--- src/rtl/seq_detector_pkg.sv ---
// Shared types and limits for the serial
// pattern detector.
package seq_detector_pkg;

  typedef enum logic {
    S_UNLOADED = 1'b0,
    S_RUN      = 1'b1
  } state_t;

  localparam int PAT_LEN_MIN = 2;
  localparam int PAT_LEN_MAX = 16;

endpackage

--- src/rtl/seq_detector_sat_counter.sv ---
// Saturating up-counter; clear beats
// increment, never wraps.
module sat_counter #(
  parameter int W = 8
) (
  input  logic         clk_2,
  input  logic         reset,
  input  logic         clr,
  input  logic         inc,
  output logic [W-1:0] q
);

  always_ff @(posedge clk_2 or posedge reset) begin
    if (reset) begin
      q <= '0;
    end else if (clr) begin
      q <= '0;
    end else if (inc && (q != '1)) begin
      q <= q + 1'b1;
    end
  end

endmodule

--- src/rtl/seq_detector.sv ---
// Programmable serial pattern detector with
// overlap select and saturating match count.
module seq_detector
  import seq_detector_pkg::*;
#(
  parameter int PAT_LEN = 4,
  parameter int CNT_W   = 8
) (
  input  logic                         clk_2,
  input  logic                         reset,
  input  logic                         load,
  input  logic [PAT_LEN-1:0]           pattern_in,
  input  logic                         overlap,
  input  logic                         din,
  input  logic                         din_valid,
  input  logic                         clear_count,
  output logic                         match,
  output logic [CNT_W-1:0]             match_count,
  output logic [$clog2(PAT_LEN+1)-1:0] fill,
  output logic                         armed
);

  localparam int FW = $clog2(PAT_LEN + 1);

  if (PAT_LEN < PAT_LEN_MIN || PAT_LEN > PAT_LEN_MAX) begin : g_bad_len
    $error("seq_detector: PAT_LEN out of range 2..16");
  end

  state_t             state, state_nx;
  logic [PAT_LEN-1:0] pat, pat_nx;
  // Only the newest PAT_LEN-1 bits are kept;
  // the incoming bit completes the window.
  logic [PAT_LEN-2:0] hist, hist_nx;
  logic [PAT_LEN-1:0] nh;
  logic [FW-1:0]      fill_nx;
  logic               match_nx;
  logic               accept;
  logic               hit;

  always_ff @(posedge clk_2 or posedge reset) begin
    if (reset) begin
      state <= S_UNLOADED;
      pat   <= '0;
      hist  <= '0;
      fill  <= '0;
      match <= 1'b0;
    end else begin
      state <= state_nx;
      pat   <= pat_nx;
      hist  <= hist_nx;
      fill  <= fill_nx;
      match <= match_nx;
    end
  end

  always_comb begin
    state_nx = state;
    pat_nx   = pat;
    hist_nx  = hist;
    fill_nx  = fill;
    match_nx = 1'b0;
    nh       = {hist, din};
    accept   = (state == S_RUN) && din_valid && !load;
    hit      = accept && (nh == pat) &&
               (fill >= FW'(PAT_LEN - 1));
    unique case (1'b1)
      load: begin
        state_nx = S_RUN;
        pat_nx   = pattern_in;
        hist_nx  = '0;
        fill_nx  = '0;
      end
      accept: begin
        hist_nx  = nh[PAT_LEN-2:0];
        match_nx = hit;
        if (hit && !overlap) begin
          fill_nx = '0;
        end else if (fill != FW'(PAT_LEN)) begin
          fill_nx = fill + 1'b1;
        end
      end
      default: ;
    endcase
  end

  assign armed = (state == S_RUN);

  sat_counter #(
    .W(CNT_W)
  ) u_cnt (
    .clk_2(clk_2),
    .reset(reset),
    .clr  (clear_count),
    .inc  (hit),
    .q    (match_count)
  );

endmodule

--- config.mk ---
export PLATFORM = sky130hd
export DESIGN_NAME = seq_detector
export DESIGN_NICKNAME = d
export VERILOG_FILES = /design/src/rtl/seq_detector_pkg.sv /design/src/rtl/seq_detector_sat_counter.sv /design/src/rtl/seq_detector.sv
export SDC_FILE = /design/constraint.sdc
export NUM_CORES = 1
export LEC_CHECK = 0
export ABC_AREA = 1
export CAP_MARGIN = 20
export CORE_MARGIN = 2
export CORE_UTILIZATION = 45
export DETAILED_ROUTE_END_ITERATION = 12
export GPL_TIMING_DRIVEN = 1
export HOLD_SLACK_MARGIN = 0.02
export PLACE_DENSITY = 0.72
export RECOVER_POWER = 100
export SYNTH_ARGS = -nofsm -noshare
export SYNTH_HDL_FRONTEND = slang
export SYNTH_SLANG_ARGS = --single-unit
--- constraint.sdc ---
create_clock -name clk_2 -period 1.65 [get_ports clk_2]
set_input_delay 0.4125 -clock clk_2 [delete_from_list [all_inputs] [get_ports clk_2]]
set_output_delay 0.4125 -clock clk_2 [all_outputs]
set_load 0.1 [all_outputs]
==> flow_metrics.tcl <==
set metrics [dict create \
    status "complete, no violations" \
    grt_max_degree 21 \
    synth_top_family_by_area "simple AND/OR/NAND/NOR gates" \
    grt-ovfl-total 0 \
    fin_util 0.718 \
    synthAdderAreaFrac 0.0424 \
    synth_top_area_cell "dfrtp_1" \
    synth_edf_count 0 \
    drtIter0Drc 30 \
    die_h_um 55.2 \
    drt-total-wl_mm 2.53 \
    switching_power_w 0.000347 \
    clk_pin_slew_ns 0.11 \
    max_freq_mhz 620 \
    areaGrowthSynthToFinish_pct 50.6 \
    drc 0 \
    syn_inst 141 \
    design_area_mm2 0.00178 \
    place_area_mm2 0.00170 \
    cts-buffers-inserted 3 \
    fin_crit_sh 0.978 \
    cp_slowest_cell "dfrtp_4" \
    path_cells "ha_4 > ha_4 > nor2_4 > nand2_2 > nand2_4 > nor2_8 > o211ai_4 > nand2_4 > nand2_2 > nand2_2" \
    peakVddDrop_mv 0.602 \
    numPortBuffers 23 \
    hold_path.class "flop to flop" \
    synth_nets 156 \
    min_period_ns 1.61 \
    synth.top_cell.area_share 0.424 \
    setup.worst_path.class "flop to flop" \
    vias_per_cell 4.83 \
    leakagePower_nw 0.838 \
    antenna_cells 0 \
    critPathTopFamily "simple AND/OR/NAND/NOR gates" \
    hpwl_mm 1.86 \
    htreeDepth 1 \
    ys_seq_elements 20 \
    dr.pass1.iters 4 \
    dieArea_mm2 0.00305 \
    seq_power_share 0.444 \
    critPathMaxStageDelay_ns 0.51 \
    tritoncts "done" \
    worstMarginPinSlew_ns 0.494 \
    antenna_found_initial 0 \
    syn_area_per_cell_um2 8.38 \
    core_area_mm2 0.00248 \
    grt_pass1_vias 1069 \
    p_per_area_mw_per_mm2 683 \
    synth_seq_area_share 0.424 \
    power_frac_comb 0.226 \
    worstSetupStartpointType "flop" \
    start_util 0.477 \
    p_total_w 0.00122 \
    p_clk_frac 0.330 \
    cp.required_ns 1.86 \
    syn_area_mm2 0.00118 \
    yosysUniqueCellTypes 23 \
    rsz0062_at_grt "yes" \
    skew_ns 0.000895 \
    insertion_delay_ns 0.30 \
    slew_viol_final 0 \
    ant_nets 0 \
    rows 18 \
    die_w_um 55.2 \
    setup_viol 0 \
    hold_violations 0 \
    timing.final.ws_setup_ns 0.0369 \
    cts.path.max_buffers 2 \
    worst_setup_path_end_kind "flop" \
    cp.arrival_ns 1.82 \
    wl_per_cell_um 12.0 \
    maxSlewHeadroom 0.671 \
    vias 1020 \
    ios 24 \
    nets 197 \
    path_max_fanout 8 \
    async_reset_ff_frac 1.00 \
    yosys-mux-area-fraction 0 \
    swShare 0.286 \
    drive_above_1_share 0.381 \
    drv_cap 0 \
    numClockSinks 20 \
    holdWs_ns 0.511 \
    grt_pass1_wl_mm 4.62 \
    synth_area_leaders "dfrtp_1, nand2_1, inv_1, nand3_1, nor2_1" \
    track_usage 0.185 \
    cts-root-buf "clkbuf_4" \
    pre_cts_slack_ns -0.168 \
    p_int_w 0.000869 \
    synth-xor-area-share 0.0519 \
    yosysWarningCount 0 \
    ys.flop_type "dfrtp_1" \
    synth_compound_area_frac 0.0530 \
    synthSimpleGateAreaFrac 0.362 \
    path_buf_inv 0 \
    gp_congestion 0.795 \
    crit_top_cell "nand2_2" \
]
==> logic make-up (layout without fill, tap and decap cells) <==
family / after synthesis / after routing
buffers and inverters: 19 / 59
AO/OA/AOI/OAI: 8 / 8
AND/OR/NAND/NOR: 83 / 83
XOR/XNOR: 7 / 7
flip-flops: 20 / 20
adder cells (fa/ha/maj): 4 / 4
==> worst register-to-register path, stage by stage (launching register included) <==
cell and delay [ns]:
dfrtp_4 0.51, ha_4 0.17, ha_4 0.15, nor2_4 0.07, nand2_2 0.06, nand2_4 0.09, nor2_8 0.05, o211ai_4 0.12
nand2_4 0.15, nand2_2 0.10, nand2_2 0.05
==> stage by stage <==
stage | setup TNS, ns | instances
CTS | -0.0222 | 210
floorplan | -0.698 | 141
finish | 0 | 211
global route | -0.194 | 211
global placement | -1.07 | 203
detailed placement | -1.67 | 203
==> layer usage <==
metal,part of all wire,vias up,GRT usage
met5,0,-,0
met4,0.018,0,0.0801
met3,0.032,5,0.0234
met2,0.50,21,0.315
met1,0.45,467,0.236
li1,-,527,-
==> cell type report <==
cell class	count	area, um^2
flip-flops and latches	20	527
repair buffers	37	435
clock buffers	3	22.5
fillers	180	698
clock inverters	1	30.0
inverters	18	67.6
multi-input cells	102	659
well taps	30	37.5
==> power groups by stage <==
stage          logic [W]  clock network [W]  registers, W
2_1_floorplan  0.0000931                  0      0.000619
3_3_place_gp    0.000269                  0      0.000548
3_5_place_dp    0.000275                  0      0.000550
4_1_cts         0.000276           0.000416      0.000540
5_1_grt         0.000298           0.000427      0.000544
6_report        0.000275           0.000401      0.000540
==> worst paths after layout <==
check	startpoint	to	slack [ns]	cells after the start
max	fill[0]	u_cnt.q[4]	0.04	10
min	pat[2]	pat[2]	0.51	2
max reg2reg	fill[0]	u_cnt.q[4]	0.04	10
min reg2reg	pat[2]	pat[2]	0.51	2
max in group asynchronous	reset	fill[0]	0.64	3
min in group asynchronous	reset	armed	0.64	3
==> state kept, by name (all words and copies together), names as in the netlist <==
name / count
fill: 3
u_cnt.q: 8
armed: 1
pat: 4
hist: 3
match: 1
==> timing repair <==
item	in CTS	in global routing
endpoints found under the setup margin	6	11
hold buffers	0	0
resized for setup	2	10
pin swaps	2	8
setup buffers	3	1
==> cells in the mapped netlist (2+ instances only) <==
library cell / n
nor2_8: 2
o22ai_1: 2
nand3_2: 5
o21ai_0: 4
nand2_4: 2
dfrtp_1: 20
nand2_1: 41
inv_1: 16
clkinv_1: 2
nor2_1: 14
xor2_1: 6
ha_1: 4
nand2_2: 3
nand3_1: 11
==> cells in the final DEF (no fill, tap or decap), drive strengths merged <==
master and n:
nand2 46, buf 24, dfrtp 20, nor2 17
inv 16, nand3 16, clkdlybuf4s50 9, xor2 6
clkbuf 6, o21ai 5, ha 4, clkinv 2
o22ai 2, o211ai 1, nand4 1, nor3 1
xnor2 1, or2 1, nor4 1, bufinv 1
dlygate4sd3 1
No activity file was read; power rests on OpenSTA's default activity.
